===== src/rtl/if_prefetch_pkg.sv =====
// if_prefetch shared constants and helpers.
// Build option: IF_BYPASS_EN (response bypass to ID when queue empty).
package if_prefetch_pkg;

  localparam int IF_ADDR_W = 32;
  localparam int IF_DATA_W = 32;
  localparam int IF_DEPTH = 4;
  localparam int IF_PC_STEP = 4;
  localparam logic [31:0] IF_RESET_PC = 32'h0;

  // queue occupancy counter width for a given depth
  function automatic int occ_w(input int depth);
    return $clog2(depth + 1);
  endfunction

endpackage


===== src/rtl/if_prefetch_if.sv =====
// if_prefetch bus: control, ROM request/response and ID handshake.
// master = fetch stage, slave = ROM/ID/control side.
interface if_prefetch_if
  import if_prefetch_pkg::*;
#(
  parameter int ADDR_W = IF_ADDR_W,
  parameter int DATA_W = IF_DATA_W,
  parameter int OCC_W = occ_w(IF_DEPTH)
) ();

  logic              halt_i;
  logic              redirect_i;
  logic [ADDR_W-1:0] redirect_pc_i;
  logic              rom_ce_o;
  logic [ADDR_W-1:0] rom_addr_o;
  logic [DATA_W-1:0] rom_data_i;
  logic              id_valid_o;
  logic              id_ready_i;
  logic [ADDR_W-1:0] id_pc_o;
  logic [DATA_W-1:0] id_inst_o;
  logic [OCC_W-1:0]  occupancy_o;

  modport master (
    input  halt_i, redirect_i, redirect_pc_i,
    input  rom_data_i, id_ready_i,
    output rom_ce_o, rom_addr_o,
    output id_valid_o, id_pc_o, id_inst_o,
    output occupancy_o
  );

  modport slave (
    output halt_i, redirect_i, redirect_pc_i,
    output rom_data_i, id_ready_i,
    input  rom_ce_o, rom_addr_o,
    input  id_valid_o, id_pc_o, id_inst_o,
    input  occupancy_o
  );

endinterface


===== src/rtl/if_prefetch_q.sv =====
// if_prefetch_q: synchronous FIFO holding {pc, inst} fetch entries.
// Flush beats push and pop in the same cycle.
module if_prefetch_q
  import if_prefetch_pkg::*;
#(
  parameter int WIDTH = 64,
  parameter int DEPTH = IF_DEPTH,
  parameter int CNT_W = occ_w(DEPTH)
) (
  input  logic             clk,
  input  logic             rst,
  input  logic             push,
  input  logic             pop,
  input  logic             flush,
  input  logic [WIDTH-1:0] din,
  output logic [WIDTH-1:0] dout,
  output logic             full,
  output logic             empty,
  output logic [CNT_W-1:0] count
);

  localparam int PW = $clog2(DEPTH);

  logic [WIDTH-1:0] mem [DEPTH];
  logic [PW-1:0]    wr_ptr;
  logic [PW-1:0]    rd_ptr;
  logic             do_push;
  logic             do_pop;

  assign full    = (count == CNT_W'(DEPTH));
  assign empty   = (count == '0);
  assign do_push = push & ~full & ~flush;
  assign do_pop  = pop & ~empty & ~flush;
  assign dout    = mem[rd_ptr];

  // pointers and count; flush empties the queue
  always_ff @(posedge clk or negedge rst) begin
    if (!rst) begin
      wr_ptr <= '0;
      rd_ptr <= '0;
      count  <= '0;
    end else if (flush) begin
      wr_ptr <= '0;
      rd_ptr <= '0;
      count  <= '0;
    end else begin
      if (do_push) wr_ptr <= wr_ptr + 1'b1;
      if (do_pop)  rd_ptr <= rd_ptr + 1'b1;
      if (do_push & ~do_pop)
        count <= count + 1'b1;
      else if (do_pop & ~do_push)
        count <= count - 1'b1;
    end
  end

  // entry storage
  always_ff @(posedge clk or negedge rst) begin
    if (!rst) begin
      for (int i = 0; i < DEPTH; i++)
        mem[i] <= '0;
    end else if (do_push) begin
      mem[wr_ptr] <= din;
    end
  end

endmodule


===== src/rtl/if_prefetch.sv =====
// if_prefetch: fetch stage owning the PC, issuing ROM reads and queueing results.
// Build option: IF_BYPASS_EN lets a response reach ID directly when the queue is empty.
module if_prefetch
  import if_prefetch_pkg::*;
#(
  parameter int ADDR_W = IF_ADDR_W,
  parameter int DATA_W = IF_DATA_W,
  parameter int DEPTH = IF_DEPTH,
  parameter logic [ADDR_W-1:0] RESET_PC = ADDR_W'(IF_RESET_PC)
) (
  input logic          clk,
  input logic          rst,
  if_prefetch_if.master bus
);

  localparam int OCC_W = occ_w(DEPTH);
  localparam int CR_W = OCC_W + 1;
  localparam int EW = ADDR_W + DATA_W;

  logic [ADDR_W-1:0] pc;
  logic              inflight;
  logic [ADDR_W-1:0] inflight_pc;
  logic [EW-1:0]     q_dout;
  logic [EW-1:0]     head;
  logic              q_full;
  logic              q_empty;
  logic [OCC_W-1:0]  q_count;
  logic              q_push;
  logic              q_pop;
  logic              resp;
  logic              xfer;
  logic              valid;
  logic              room;
  logic [CR_W-1:0]   pend;
  logic              ce;
  logic [ADDR_W-1:0] addr;

  assign resp = inflight & ~bus.redirect_i;
  assign xfer = valid & bus.id_ready_i;

`ifdef IF_BYPASS_EN
  logic byp;
  assign byp    = q_empty & resp;
  assign valid  = (~q_empty | byp) & ~bus.redirect_i;
  assign head   = byp ? {inflight_pc, bus.rom_data_i} : q_dout;
  assign q_push = resp & ~q_full & ~(byp & bus.id_ready_i);
  assign q_pop  = xfer & ~byp;
`else
  assign valid  = ~q_empty & ~bus.redirect_i;
  assign head   = q_dout;
  assign q_push = resp & ~q_full;
  assign q_pop  = xfer;
`endif

  // credit: entries held plus in flight, minus what leaves now
  assign pend = CR_W'(q_count) + CR_W'(inflight) - CR_W'(xfer);
  assign room = pend < CR_W'(DEPTH);

  assign ce   = rst & ~bus.halt_i & (bus.redirect_i | room);
  assign addr = bus.redirect_i ? bus.redirect_pc_i : pc;

  assign bus.rom_ce_o    = ce;
  assign bus.rom_addr_o  = addr;
  assign bus.id_valid_o  = valid;
  assign bus.id_pc_o     = valid ? head[EW-1:DATA_W] : '0;
  assign bus.id_inst_o   = valid ? head[DATA_W-1:0] : '0;
  assign bus.occupancy_o = q_count;

  // PC and in-flight tracking; redirect wins over halt for the PC
  always_ff @(posedge clk or negedge rst) begin
    if (!rst) begin
      pc          <= RESET_PC;
      inflight    <= 1'b0;
      inflight_pc <= '0;
    end else begin
      inflight    <= ce;
      inflight_pc <= addr;
      if (ce)
        pc <= addr + ADDR_W'(IF_PC_STEP);
      else if (bus.redirect_i)
        pc <= bus.redirect_pc_i;
    end
  end

  if_prefetch_q #(
    .WIDTH(EW),
    .DEPTH(DEPTH),
    .CNT_W(OCC_W)
  ) u_q (
    .clk  (clk),
    .rst  (rst),
    .push (q_push),
    .pop  (q_pop),
    .flush(bus.redirect_i),
    .din  ({inflight_pc, bus.rom_data_i}),
    .dout (q_dout),
    .full (q_full),
    .empty(q_empty),
    .count(q_count)
  );

endmodule


===== src/flat_wrapper.sv =====
// flat-port wrapper written by rule: the top's interface ports become plain ports
module if_prefetch_flat import if_prefetch_pkg::*;
#(
  parameter int ADDR_W = IF_ADDR_W,
  parameter int DATA_W = IF_DATA_W,
  parameter int DEPTH = IF_DEPTH,
  parameter logic [ADDR_W-1:0] RESET_PC = ADDR_W'(IF_RESET_PC)
)
  (clk, rst, bus_halt_i, bus_redirect_i, bus_redirect_pc_i, bus_rom_data_i, bus_id_ready_i, bus_rom_ce_o, bus_rom_addr_o, bus_id_valid_o, bus_id_pc_o, bus_id_inst_o, bus_occupancy_o);
  if_prefetch_if #(.ADDR_W(ADDR_W), .DATA_W(DATA_W), .OCC_W(3)) bus_i ();
  input logic clk;
  input logic rst;
  input wire logic [$bits(bus_i.halt_i)-1:0] bus_halt_i;
  input wire logic [$bits(bus_i.redirect_i)-1:0] bus_redirect_i;
  input wire logic [$bits(bus_i.redirect_pc_i)-1:0] bus_redirect_pc_i;
  input wire logic [$bits(bus_i.rom_data_i)-1:0] bus_rom_data_i;
  input wire logic [$bits(bus_i.id_ready_i)-1:0] bus_id_ready_i;
  output wire logic [$bits(bus_i.rom_ce_o)-1:0] bus_rom_ce_o;
  output wire logic [$bits(bus_i.rom_addr_o)-1:0] bus_rom_addr_o;
  output wire logic [$bits(bus_i.id_valid_o)-1:0] bus_id_valid_o;
  output wire logic [$bits(bus_i.id_pc_o)-1:0] bus_id_pc_o;
  output wire logic [$bits(bus_i.id_inst_o)-1:0] bus_id_inst_o;
  output wire logic [$bits(bus_i.occupancy_o)-1:0] bus_occupancy_o;
  assign bus_i.halt_i = bus_halt_i;
  assign bus_i.redirect_i = bus_redirect_i;
  assign bus_i.redirect_pc_i = bus_redirect_pc_i;
  assign bus_i.rom_data_i = bus_rom_data_i;
  assign bus_i.id_ready_i = bus_id_ready_i;
  assign bus_rom_ce_o = bus_i.rom_ce_o;
  assign bus_rom_addr_o = bus_i.rom_addr_o;
  assign bus_id_valid_o = bus_i.id_valid_o;
  assign bus_id_pc_o = bus_i.id_pc_o;
  assign bus_id_inst_o = bus_i.id_inst_o;
  assign bus_occupancy_o = bus_i.occupancy_o;
  if_prefetch #(.ADDR_W(ADDR_W), .DATA_W(DATA_W), .DEPTH(DEPTH), .RESET_PC(RESET_PC)) u_core (.clk(clk), .rst(rst), .bus(bus_i));
endmodule

===== config.mk =====
export PLATFORM = sky130hd
export DESIGN_NAME = if_prefetch_flat
export DESIGN_NICKNAME = d
export VERILOG_FILES = /design/src/rtl/if_prefetch_pkg.sv /design/src/rtl/if_prefetch_if.sv /design/src/rtl/if_prefetch_q.sv /design/src/rtl/if_prefetch.sv /design/src/flat_wrapper.sv
export SDC_FILE = /design/constraint.sdc
export NUM_CORES = 1
export LEC_CHECK = 0
export ABC_AREA = 1
export ABC_CLOCK_PERIOD_IN_PS = 4700
export CAP_MARGIN = 30
export CORE_UTILIZATION = 35
export DETAILED_ROUTE_END_ITERATION = 8
export GPL_TIMING_DRIVEN = 0
export PLACE_DENSITY = 0.59
export SYNTH_ARGS = -nofsm -noshare
export SYNTH_HDL_FRONTEND = slang
export SYNTH_SLANG_ARGS = --single-unit

===== constraint.sdc =====
create_clock -name clk -period 4.7 [get_ports clk]
set_input_delay 0.705 -clock clk [delete_from_list [all_inputs] [get_ports clk]]
set_output_delay 0.705 -clock clk [all_outputs]
set_load 0.01 [all_outputs]

Yosys cells after proc, flatten, opt, wreduce, memory -nomap -nowiden
Index checks and enable logic that the tools add are counted.
- $add $sub $neg: 7
- multipliers: 0
- divide/modulo/power cells: 0
- order comparisons: 4
- equal/unequal tests: 1
- shifts and indexed selects: 0
- multiplexer cells: 17
- bitwise logic cells: 21
- reductions and logical operators: 5
- operator list (operator ; count):
    bitwise mux 256 bit ; 1
    2-to-1 mux 64 bit ; 3
    binary-select mux 64 bit (select 2 bit) ; 1
    demux 64 bit (select 2 bit) ; 1
    2-to-1 mux 32 bit ; 4
    adder 32 x 3 -> 32 bit (second input constant) ; 1
    AND 1 bit ; 12
    2-to-1 mux 3 bit ; 3
    2-to-1 mux 2 bit ; 4
    greater-or-equal comparator 3 bit (second input constant) ; 2
    NOT 1 bit ; 6
    NOT 2 -> 3 bit ; 2
    adder 2 x 1 -> 2 bit (second input constant) ; 2
    adder 3 x 1 -> 4 bit ; 1
    less-than comparator 4 x 3 -> 1 bit (second input constant) ; 1
    nonzero test 2 bit ; 2
    subtractor 4 x 1 -> 4 bit ; 1
    adder 3 x 1 -> 3 bit (second input constant) ; 1
    equality test 3 bit (second input constant) ; 1
    logical NOT 3 bit ; 1
    less-than comparator 3 x 1 -> 1 bit (second input constant) ; 1
    nonzero test 3 bit ; 1
    subtractor 3 x 1 -> 3 bit (second input constant) ; 1
    logical AND 1 bit ; 1
    bitwise OR 1 bit ; 1
- register bits: 328
- latch bits: 0
- memory bits (writable): 0
- memory bits (read-only): 0
- bits of input ports: 69
- output and inout bits: 101
- logic and storage cells: 65
- memories kept: 0

Logic depth before layout (Yosys ltp)
Gate-level depths: netlist of the first run.
- depth after elaboration: 10
- depth in mapped cells: 18
- gate-level depth less buffers: 17

By module
A second synthesis of the first run with hierarchy kept.
- cell total of the unflattened synthesis: 1897
- area, all modules: 15820.2 um^2
- by module, submodules not included (module ; times used ; cells an instance ; area an instance (um^2) ; sequential area each (um^2)):
    if_prefetch_q ; 1 ; 1314 ; 11992.8 ; 6581.3
    if_prefetch ; 1 ; 583 ; 3827.4 ; 1576.5

Worst setup path after synthesis of the first run
Ideal clock, no wire load.
- kind: input port to output port
- from: in bus_redirect_i
- to: out bus_rom_ce_o
- data arrival time: 2.480 ns
- data required time: 3.995 ns
- setup slack: 1.515 ns
- cell stages on the path: 14
- path buffers: 3
- path through: buf_6 inv_6 buf_6 nand2_1 nor2_1 ha_1 inv_1 ha_1 nand3_1 nand2_1 nand2_1 nand3_1 a21boi_2 buf_2
- word-level cells in the longest chain between the ends: 7
- RTL lines (item ; RTL line ; source):
    start: declaration ; flat_wrapper.sv:14 ; input wire logic [$bits(bus_i.redirect_i)-1:0] bus_redirect_i;
    NOT 1 bit ; if_prefetch.sv:49 ; assign valid = ~q_empty & ~bus.redirect_i;
    AND 1 bit ; if_prefetch.sv:49 ;
    AND 1 bit ; if_prefetch.sv:39 ; assign xfer = valid & bus.id_ready_i;
    subtractor 4 x 1 -> 4 bit ; if_prefetch.sv:56 ; assign pend = CR_W'(q_count) + CR_W'(inflight) - CR_W'(xfer);
    less-than comparator 4 x 3 -> 1 bit ; if_prefetch.sv:57 ; assign room = pend < CR_W'(DEPTH);
    bitwise OR 1 bit (*) ; if_prefetch.sv:59 ; assign ce = rst & ~bus.halt_i & (bus.redirect_i | room);
    AND 1 bit (*) ; if_prefetch.sv:59 ;
    end: declaration ; flat_wrapper.sv:18 ; output wire logic [$bits(bus_i.rom_ce_o)-1:0] bus_rom_ce_o;
Every way passes the cells marked *; elsewhere a longest branch is shown, timed or not.

Worst setup path in the final report of the first run
- from: reg u_core.u_q.rd_ptr[0]
- to: out bus_id_inst_o[31]
- word-level cells in the longest chain between the ends: 5
- RTL lines (item ; RTL line ; source):
    start: declaration ; if_prefetch_q.sv:26 ; logic [PW-1:0] rd_ptr;
    start signal: assignment ; if_prefetch_q.sv:48 ; if (do_pop) rd_ptr <= rd_ptr + 1'b1;
    NOT 2 -> 3 bit (implied by the code) ; if_prefetch_q.sv:34 ; assign dout = mem[rd_ptr];
    binary-select mux 64 bit (select 2 bit) ; if_prefetch_q.sv:34 ;
    2-to-1 mux 64 bit (implied by the code) (2 in series) ; if_prefetch_q.sv:34 ;
    2-to-1 mux 32 bit ; if_prefetch.sv:66 ; assign bus.id_inst_o = valid ? head[DATA_W-1:0] : '0;
    end: declaration ; flat_wrapper.sv:22 ; output wire logic [$bits(bus_i.id_inst_o)-1:0] bus_id_inst_o;
Every way passes these cells. The select of a mux whose other input is x is not followed.

==> impl_metrics.env, run 1 <==
export IMPL_pin_count=170
export IMPL_rr_worst_depth=14
export IMPL_drv_slew=0
export IMPL_insertedDiodeCount=0
export IMPL_layout_nets=2216
export IMPL_grtUsageMet1_pct=28.0
export IMPL_tightest_slew_ps=840
export IMPL_outcome="finished clean"
export IMPL_nFillCells=4384
export IMPL_cts_sinks=326
export IMPL_cts_buffers=36
export IMPL_worstSetupPathType="register to output port"
export IMPL_finalHoldViolCount=0
export IMPL_ys_seq_area_share_pct=53.1
export IMPL_cts_hold_buf=0
export IMPL_clk_latency_ps=530
export IMPL_synth_warning_count=0
export IMPL_max_clock_freq_mhz=226
export IMPL_syn_nets=2008
export IMPL_postSynthAreaPerCell_um2=7.96
export IMPL_grt_use_met2_pct=33.6
export IMPL_cp_end_kind="output port"
export IMPL_rows=76
export IMPL_antenna_found_initial=0
export IMPL_drt_iter0_drc=1030
export IMPL_finalSetupViolCount=0
export IMPL_grt_busiest_layer="met2"
export IMPL_io_buffers=168
export IMPL_die_w_um=212
export IMPL_syn_inst=1930
export IMPL_powerDensity_nw_per_um2=526
export IMPL_maxCapViolCount=0
export IMPL_grt_pass1_wl_mm=72.3
export IMPL_path_depth=8
export IMPL_drive_gt1_share_pct=7.21
export IMPL_grt_max_degree=123
export IMPL_rsz0062_at_grt="false"
export IMPL_initial_utilization_pct=35.6
export IMPL_post_route_period_util_pct=94.3
export IMPL_path_max_fanout=10
export IMPL_wirelength_mm=45.4
export IMPL_relSlewSlack_pct=44.0
export IMPL_slowest_stage="clkdlybuf4s50_1"
export IMPL_post_route_min_period_ps=4430
export IMPL_grt_pass1_vias=13300
export IMPL_syn2layout_area_growth_pct=24.5
export IMPL_root_buffer="clkbuf_16"
export IMPL_dieArea_um2=44800
export IMPL_fin_total_pwr_mw=10.1
export IMPL_rrSetupSlack_ps=1820
export IMPL_gp_congestion=0.876
export IMPL_netlist_area_um2=15400
export IMPL_ys_types=28
export IMPL_clk_path_buf_depth=3
export IMPL_cts_clk_slew_worst_paths_ps=60
export IMPL_reg2reg_from="u_core.u_q.count[2]$_DFFE_PN0P_"
export IMPL_layout_common_cells="nand2_1, dfrtp_1, o21ai_0, nor2_1, clkdlybuf4s50_1"
export IMPL_drtPass1Iterations=5
export IMPL_critical_path_startpoint="u_core.u_q.rd_ptr[0]$_DFFE_PN0P_"
export IMPL_crit_top_cell="clkbuf_1"
export IMPL_reg2reg_to="u_core.pc[3]$_DFF_PN0_"
export IMPL_finClkSkew_ps=15.8
export IMPL_critical_path_endpoint="bus_id_inst_o[31]"
export IMPL_cts_tree="done"
export IMPL_vias=13300
export IMPL_final_common_cell="nand2_1"
export IMPL_grt_use_total_pct=20.6
export IMPL_stdcell_count=2749
export IMPL_ant_nets=0
export IMPL_vias_per_cell=4.84
export IMPL_placed_cells=2685
export IMPL_crit_buf_inv=6
export IMPL_dp_hpwl_mm=32.1
export IMPL_worstPathCellList="clkbuf_1, inv_1, buf_2, clkbuf_1, clkbuf_1, o21ai_0, a21oi_1, clkdlybuf4s50_1"
export IMPL_wire_per_inst_um=16.5
export IMPL_vdd_drop_max_mv=0.246
export IMPL_core_area_um2=43200
export IMPL_crit_family="buffers and inverters"
export IMPL_postCtsSetupBuffers=0
export IMPL_required_ps=3990
export IMPL_min_path_type="primary input to asynchronous set/reset pin"
export IMPL_synth_seq_cells=326
export IMPL_drc=0
export IMPL_seqCellArea_um2=8160
export IMPL_cp_arrival_ps=3730
export IMPL_slowest_delay_ps=610
export IMPL_chipHeight_um=212
export IMPL_worst_setup_path_start_kind="register"
export IMPL_h_tree_depth=2
export IMPL_multi_input_area_um2=5980
export IMPL_p_leak_nw=8.80
export IMPL_met3_usage_pct=3.16
export IMPL_grt_overflow=0
## where the power goes
part	switching [mW]	internal [mW]	leakage, nW	total (mW)
clock network	1.17	1.88	0.639	3.05
logic	1.93	1.28	3.86	3.20
registers	0.339	3.48	4.30	3.82
## routing by layer
metal | share of wire, % | vias up
met5 | 0 | -
met4 | 2.8 | 0
met3 | 5.5 | 79
met2 | 46 | 384
met1 | 46 | 6294
li1 | - | 6544
## cells in the mapped netlist, drive strengths merged
cell / count / area [µm²]
nand2: 521 / 1980
o21ai: 398 / 2000
nand4: 1 / 6.26
a21oi: 65 / 325
ha: 8 / 100
xnor2: 1 / 8.76
or2: 1 / 6.26
clkbuf: 34 / 128
buf: 85 / 646
dfrtp: 326 / 8160
o22ai: 1 / 6.26
a22o: 1 / 8.76
nand3b: 2 / 15.0
a31oi: 1 / 21.3
fa: 1 / 20.0
nand3: 21 / 105
xor2: 15 / 131
nor2: 324 / 1230
inv: 123 / 467
a21boi: 1 / 11.3
## worst min-delay path by stage
stage / start / to / slack [ps] / cells after the start
final: rst / u_core.u_q.mem[139]$_DFFE_PN0P_ / 200 / 1
after global routing: rst / u_core.u_q.mem[139]$_DFFE_PN0P_ / 270 / 1
after CTS: rst / u_core.u_q.mem[130]$_DFFE_PN0P_ / 230 / 1
after detailed placement: u_core.u_q.mem[48]$_DFFE_PN0P_ / u_core.u_q.mem[48]$_DFFE_PN0P_ / 470 / 2
after global placement: u_core.u_q.mem[177]$_DFFE_PN0P_ / u_core.u_q.mem[177]$_DFFE_PN0P_ / 460 / 2
after floorplan: rst / u_core.inflight$_DFF_PN0_ / 410 / 0
## flip-flops by register name (all words and copies together), names as in the netlist
register / count
u_core.inflight: 1
u_core.u_q.mem: 256
u_core.u_q.rd_ptr: 2
u_core.u_q.count: 3
u_core.pc: 32
u_core.inflight_pc: 30
u_core.u_q.wr_ptr: 2
## cell families (layout without fill, tap and decap cells)
kind of cell / count (synthesis) / count (layout) / share of synthesized area, %
AO/OA/AOI/OAI: 467 / 467 / 15.4
flip-flops: 326 / 326 / 53.1
adder cells (fa/ha/maj): 9 / 9 / 0.781
buffers and inverters: 242 / 476 / 8.07
XOR/XNOR: 16 / 16 / 0.912
AND/OR/NAND/NOR: 870 / 870 / 21.8
## worst reg2reg max path: stages, from the launching register on
cell and delay [ps]:
dfrtp_1 470, inv_1 130, nand3_1 100, nand2_1 180, nor2_2 240, ha_1 180, inv_1 40, ha_1 260
nand3_1 100, nand2_1 60, nand2_1 50, nand3_1 160, a21boi_4 350, buf_2 320, o21ai_0 120
## metrics by stage
| stage | worst slack (ps) | cell area (µm²) | hold WS (ps) | util [%] | setup TNS, ps |
|---|---|---|---|---|---|
| 6_report | 268 | 19100 | 198 | 44.3 | 0 |
| 5_1_grt | 27.0 | 19100 | 266 | 44.3 | 0 |
| 4_1_cts | 116 | 19100 | 235 | 44.3 | 0 |
| 3_3_place_gp | -11390 | 17800 | 460 | 41.2 | -3984630 |
| 3_5_place_dp | 264 | 17800 | 468 | 41.3 | 0 |
| 2_1_floorplan | 1520 | 15400 | 409 | - | 0 |
## timing repair
action                                  CTS  global route
endpoints found under the setup margin    0             1
gates resized for setup                   0             3
endpoints found under the hold margin     0             0
## cell type report
| type | count | share of cell area (%) |
|---|---|---|
| sequential | 326 | 42.6 |
| multi-input combinational | 1362 | 31.3 |
| timing repair buffer | 170 | 9.10 |
| clock buffer | 47 | 5.40 |
| buffer | 119 | 4.05 |
| tap | 585 | 3.83 |
| inverter | 123 | 2.44 |
| clock inverter | 17 | 1.27 |
No activity file was read; power rests on OpenSTA's default activity.
==> run 2, diff against run 1 <==
--- a/config.mk
+++ b/config.mk
@@ -10,4 +10,5 @@
 export CAP_MARGIN = 30
 export CORE_UTILIZATION = 35
+export CTS_BUF_LIST = sky130_fd_sc_hd__clkbuf_8
 export DETAILED_ROUTE_END_ITERATION = 8
 export GPL_TIMING_DRIVEN = 0
==> constraint.sdc (replaced) <==
create_clock -name clk -period 4.7 [get_ports clk]
set_input_delay 0.47 -clock clk [delete_from_list [all_inputs] [get_ports clk]]
set_output_delay 0.47 -clock clk [all_outputs]
set_load 0.01 [all_outputs]
==> impl_metrics.env, run 2 (same netlist as run 1, synthesis figures left out) <==
export IMPL_root_buffer="clkbuf_8"
export IMPL_p_leak_nw=8.78
export IMPL_clk_path_buf_depth=3
export IMPL_rows=76
export IMPL_clkPwrFrac_pct=26.1
export IMPL_dp_hpwl_mm=32.1
export IMPL_swShare_pct=36.2
export IMPL_cp_end_kind="output port"
export IMPL_layout_nets=2237
export IMPL_dieArea_um2=44800
export IMPL_drive_gt1_share_pct=7.66
export IMPL_grt_pass1_vias=13400
export IMPL_dp_slack_ps=734
export IMPL_io_buffers=168
export IMPL_whs_path_depth=4
export IMPL_outcome="finished clean"
export IMPL_fin_setup_tns_ps=0
export IMPL_cts_buffers=56
export IMPL_drc=0
export IMPL_vdd_drop_max_mv=0.195
export IMPL_cell_internal_pwr_mw=6.06
export IMPL_pin_count=170
export IMPL_cp_arrival_ps=3880
export IMPL_core_area_um2=43200
export IMPL_drv_slew=0
export IMPL_cts_clk_slew_worst_paths_ps=60
export IMPL_path_max_fanout=11
export IMPL_gp_congestion=0.876
export IMPL_clk_latency_ps=640
export IMPL_rsz0062_at_grt="false"
export IMPL_largest_register_ffs=256
export IMPL_p_comb_share_pct=33.7
export IMPL_powerDensity_nw_per_um2=502
export IMPL_layout_setup_ws_ps=350
export IMPL_ant_nets=0
export IMPL_cts_sinks=326
export IMPL_drt_iter0_drc=1014
export IMPL_vias_per_cell=4.89
export IMPL_max_clock_freq_mhz=230
export IMPL_vias=13600
export IMPL_grt_pass1_wl_mm=72.9
export IMPL_nFillCells=4426
export IMPL_tightest_slew_ps=885
export IMPL_antenna_found_initial=0
export IMPL_worstSetupPathType="register to output port"
export IMPL_relSlewSlack_pct=41.0
export IMPL_maxCapViolCount=0
export IMPL_finClkSkew_ps=30.1
export IMPL_switchingPower_mw=3.44
export IMPL_min_path_type="primary input to register"
export IMPL_rr_worst_depth=17
export IMPL_multi_input_area_um2=5980
export IMPL_seqCellArea_um2=8160
export IMPL_chipHeight_um=212
export IMPL_seqPwrFrac_pct=40.3
export IMPL_layout_common_cells="nand2_1, dfrtp_1, o21ai_0, nor2_1, clkdlybuf4s50_1"
export IMPL_final_common_cell="nand2_1"
export IMPL_required_ps=4230
export IMPL_insertedDiodeCount=0
export IMPL_cts_tree="done"
export IMPL_grt_overflow=0
export IMPL_die_w_um=212
export IMPL_finalSetupViolCount=0
export IMPL_syn2layout_area_growth_pct=23.1
export IMPL_finalHoldViolCount=0
export IMPL_h_tree_depth=2
export IMPL_grt_max_degree=123
export IMPL_worst_setup_path_start_kind="register"
export IMPL_postCtsSetupBuffers=0
export IMPL_wirelength_mm=45.8
export IMPL_top_regs="u_core.u_q.mem x256, u_core.pc x32, u_core.inflight_pc x30"
export IMPL_grt_use_total_pct=20.8
export IMPL_wire_per_inst_um=16.5
export IMPL_initial_utilization_pct=35.6
export IMPL_post_route_min_period_ps=4350
export IMPL_drtPass1Iterations=5
export IMPL_largest_register="u_core.u_q.mem"
export IMPL_post_route_period_util_pct=92.5
run 2: cell count changes in the layout (fill, tap and decap cells not counted), sizes merged:
cell	before	now
clkinvlp	0	1
inv	125	143
clkinv	9	3
dlygate4sd3	0	1
bufinv	6	0
clkbuf	82	103
buf	87	88
run 2: timing repair:
action	4_1_cts	5_1_grt
endpoints found under the hold margin	100	0
endpoints found under the setup margin	0	1
hold buffers	1	0
gates resized for setup	0	1
run 2: power by group through the flow:
| stage | registers, mW | clock network [mW] | logic, mW |
|---|---|---|---|
| after floorplan | 3.77 | 0 | 1.93 |
| after global placement | 3.85 | 0 | 3.16 |
| after detailed placement | 3.85 | 0 | 3.21 |
| after CTS | 3.82 | 2.55 | 3.22 |
| after global routing | 3.90 | 2.68 | 3.62 |
| final | 3.82 | 2.48 | 3.20 |
run 2: per-stage QoR:
step	std cells	hold slack (ps)	cell area (µm²)	total power, mW	utilization (%)
global route	2779	273	18900	10.2	43.8
CTS	2779	259	18900	9.59	43.8
floorplan	1930	174	15400	5.70	-
detailed placement	2685	468	17800	7.07	41.3
global placement	2683	460	17800	7.01	41.2
finish	2779	306	18900	9.50	43.8
run 2: path summary, 6_finish.rpt:
path                                            startpoint                          endpoint  slack, ps
setup / recovery           u_core.u_q.count[2]$_DFFE_PN0P_                      bus_rom_ce_o        350
hold / removal                              bus_redirect_i  u_core.inflight_pc[11]$_DFF_PN0_        310
setup reg to reg           u_core.u_q.count[2]$_DFFE_PN0P_           u_core.pc[24]$_DFF_PN0_       1760
hold reg to reg            u_core.u_q.mem[141]$_DFFE_PN0P_   u_core.u_q.mem[141]$_DFFE_PN0P_        480
max in group asynchronous                              rst    u_core.u_q.mem[92]$_DFFE_PN0P_       2690
min in group asynchronous                              rst   u_core.u_q.mem[139]$_DFFE_PN0P_        450
run 2: per-layer routing:
metal	global-route usage (%)	share of wire (%)	vias to the layer above
met5	0	0	-
met2	33.7	46	445
met3	3.99	5.9	77
met4	6.50	2.6	0
li1	-	-	6585
met1	28.2	45	6475
run 2: area by class of cell:
| class | instances | share of cell area (%) |
|---|---|---|
| buffer | 119 | 4.09 |
| clock buffer | 69 | 5.02 |
| clock inverter | 24 | 0.542 |
| inverter | 123 | 2.47 |
| multi-input combinational | 1362 | 31.6 |
| sequential | 326 | 43.1 |
| tap | 585 | 3.87 |
| timing repair buffer | 171 | 9.26 |
run 2: worst max-delay path, cell delays in order, from the launching register on:
cell             delay (ps)
dfrtp_1                 480
inv_1                   130
nand3_1                 100
nand2_1                 180
nor2_1                  300
ha_1                    200
inv_1                    40
ha_1                    260
nand3_1                 100
nand2_1                  60
nand2_1                  50
nand3_1                 150
a21boi_4                310
buf_2                   300
clkdlybuf4s50_1         600
==> run 3, diff against run 2 <==
Settings changed: CORE_UTILIZATION 35 to 60, CTS_CLUSTER_DIAMETER from default to 150, PLACE_DENSITY 0.59 to 0.9.
==> impl_metrics.env, run 3 (same netlist as run 1, synthesis figures left out) <==
export IMPL_relSlewSlack_pct=44.4
export IMPL_worstSetupPathType="register to output port"
export IMPL_max_clock_freq_mhz=232
export IMPL_grt_busiest_layer="met2"
export IMPL_wire_per_inst_um=17.1
export IMPL_drive_gt1_share_pct=7.69
export IMPL_largest_register="u_core.u_q.mem"
export IMPL_drtPass1Iterations=6
export IMPL_h_tree_depth=2
export IMPL_finalSetupViolCount=0
export IMPL_tightest_slew_ps=834
export IMPL_rrSetupSlack_ps=1750
export IMPL_cts_hold_buf=1
export IMPL_rr_worst_depth=15
export IMPL_antenna_found_initial=0
export IMPL_grtUsageMet1_pct=42.7
export IMPL_multi_input_area_um2=5970
export IMPL_postCtsSetupBuffers=0
export IMPL_post_route_min_period_ps=4310
export IMPL_grt_pass1_wl_mm=70.3
export IMPL_worstPathCellList="inv_1, nand3_1, nand2_1, nor2_1, ha_1, inv_1, ha_1, nand3_1, nand2_1, nand2_1, nand3_1, a21boi_2, buf_2, clkdlybuf4s50_1"
export IMPL_maxCapViolCount=0
export IMPL_syn2layout_area_growth_pct=21.4
export IMPL_slowest_stage="clkdlybuf4s50_1"
export IMPL_reg2reg_to="u_core.pc[22]$_DFF_PN0_"
export IMPL_grt_use_total_pct=33.6
export IMPL_drt_iter0_drc=1622
export IMPL_drc=0
export IMPL_pin_count=170
export IMPL_wirelength_mm=43.2
export IMPL_cp_end_kind="output port"
export IMPL_cts_sinks=326
export IMPL_io_buffers=168
export IMPL_met3_usage_pct=5.57
export IMPL_post_cts_resized=0
export IMPL_top_regs="u_core.u_q.mem x256, u_core.pc x32, u_core.inflight_pc x30"
export IMPL_drv_slew=0
export IMPL_core_area_um2=25200
export IMPL_crit_family="buffers and inverters"
export IMPL_grt_overflow=0
export IMPL_cp_arrival_ps=3840
export IMPL_min_from="bus_redirect_i"
export IMPL_ant_nets=0
export IMPL_whs_path_depth=3
export IMPL_path_max_fanout=11
export IMPL_grt_max_degree=117
export IMPL_powerDensity_nw_per_um2=514
export IMPL_layout_setup_ws_ps=394
export IMPL_rows=58
export IMPL_dieArea_um2=26300
export IMPL_finalHoldViolCount=0
export IMPL_p_leak_nw=8.81
export IMPL_rsz0062_at_grt="false"
export IMPL_die_w_um=162
export IMPL_cts_clk_slew_worst_paths_ps=60
export IMPL_layout_nets=2235
export IMPL_grt_pass1_vias=14300
export IMPL_worst_setup_path_start_kind="register"
export IMPL_outcome="finished clean"
export IMPL_vias_per_cell=5.73
export IMPL_fin_hold_ws_ps=328
export IMPL_fin_setup_tns_ps=0
export IMPL_slowest_delay_ps=580
export IMPL_finClkSkew_ps=22.8
export IMPL_cts_tree="done"
export IMPL_vias=14500
export IMPL_reg2reg_from="u_core.u_q.count[2]$_DFFE_PN0P_"
export IMPL_dp_slack_ps=909
export IMPL_chipHeight_um=162
export IMPL_min_path_type="primary input to register"
export IMPL_seqCellArea_um2=8160
export IMPL_post_route_period_util_pct=91.6
export IMPL_insertedDiodeCount=0
export IMPL_final_util_pct=74.1
export IMPL_gp_congestion=0.955
export IMPL_crit_buf_inv=4
export IMPL_clk_latency_ps=590
export IMPL_post_route_cell_area_um2=18700
export IMPL_largest_register_ffs=256
export IMPL_grt_use_met2_pct=56.3
export IMPL_cts_buffers=53
export IMPL_required_ps=4230
export IMPL_final_common_cell="nand2_1"
export IMPL_layout_common_cells="nand2_1, dfrtp_1, o21ai_0, nor2_1, clkdlybuf4s50_1"
export IMPL_clk_path_buf_depth=3
export IMPL_postPlaceCellArea_um2=17600
export IMPL_dp_hpwl_mm=29.4
export IMPL_root_buffer="clkbuf_8"
export IMPL_vdd_drop_max_mv=0.293
export IMPL_hold_path_end="u_core.inflight_pc[6]$_DFF_PN0_"
export IMPL_nFillCells=1754
export IMPL_initial_utilization_pct=61.0
[run 3: cell count changes in the layout (fill, tap and decap cells not counted), sizes merged]
| cell | change |
|---|---|
| bufinv | +2 |
| clkbuf | -2 |
| buf | +1 |
| clkinvlp | +1 |
| inv | +1 |
[run 3: power by group]
part	switching (mW)	internal [mW]
sequential	0.369	3.48
clock	1.13	1.39
combinational	1.94	1.28
[run 3: per-stage QoR]
step	power, mW	cells
3_5_place_dp	7.01	2431
5_1_grt	10.2	2527
3_3_place_gp	6.84	2428
4_1_cts	9.54	2527
2_1_floorplan	5.70	1930
6_report	9.58	2527
[run 3: layout make-up]
type | instances | area share [%]
well taps | 330 | 2.21
plain buffers | 119 | 4.14
clock buffers | 67 | 4.94
repair buffers | 172 | 9.54
multi-input cells | 1362 | 32.0
clock inverters | 28 | 0.925
inverters | 123 | 2.50
flip-flops and latches | 326 | 43.7
[run 3: layer usage]
layer	up-vias	wire [µm]
li1	6604	-
met1	6853	16600
met2	869	20800
met3	144	4040
met4	0	1720
met5	-	0
[run 3: tightest hold or removal path: stages]
cell and delay (ps):
buf_6 120, nand2_1 60, nand2_1 150
[run 3: how the worst max path moves through the flow]
stage | start | end | slack, ps | cells past startpoint
after floorplan | bus_redirect_i | bus_rom_ce_o | 1990 | 14
after global placement | rst | u_core.pc[6]$_DFF_PN0_ | -10350 | 1
after detailed placement | bus_redirect_i | bus_rom_ce_o | 910 | 15
after CTS | u_core.u_q.count[2]$_DFFE_PN0P_ | bus_rom_ce_o | 380 | 14
after global routing | u_core.u_q.count[2]$_DFFE_PN0P_ | bus_rom_ce_o | 130 | 14
final | u_core.u_q.count[2]$_DFFE_PN0P_ | bus_rom_ce_o | 390 | 14
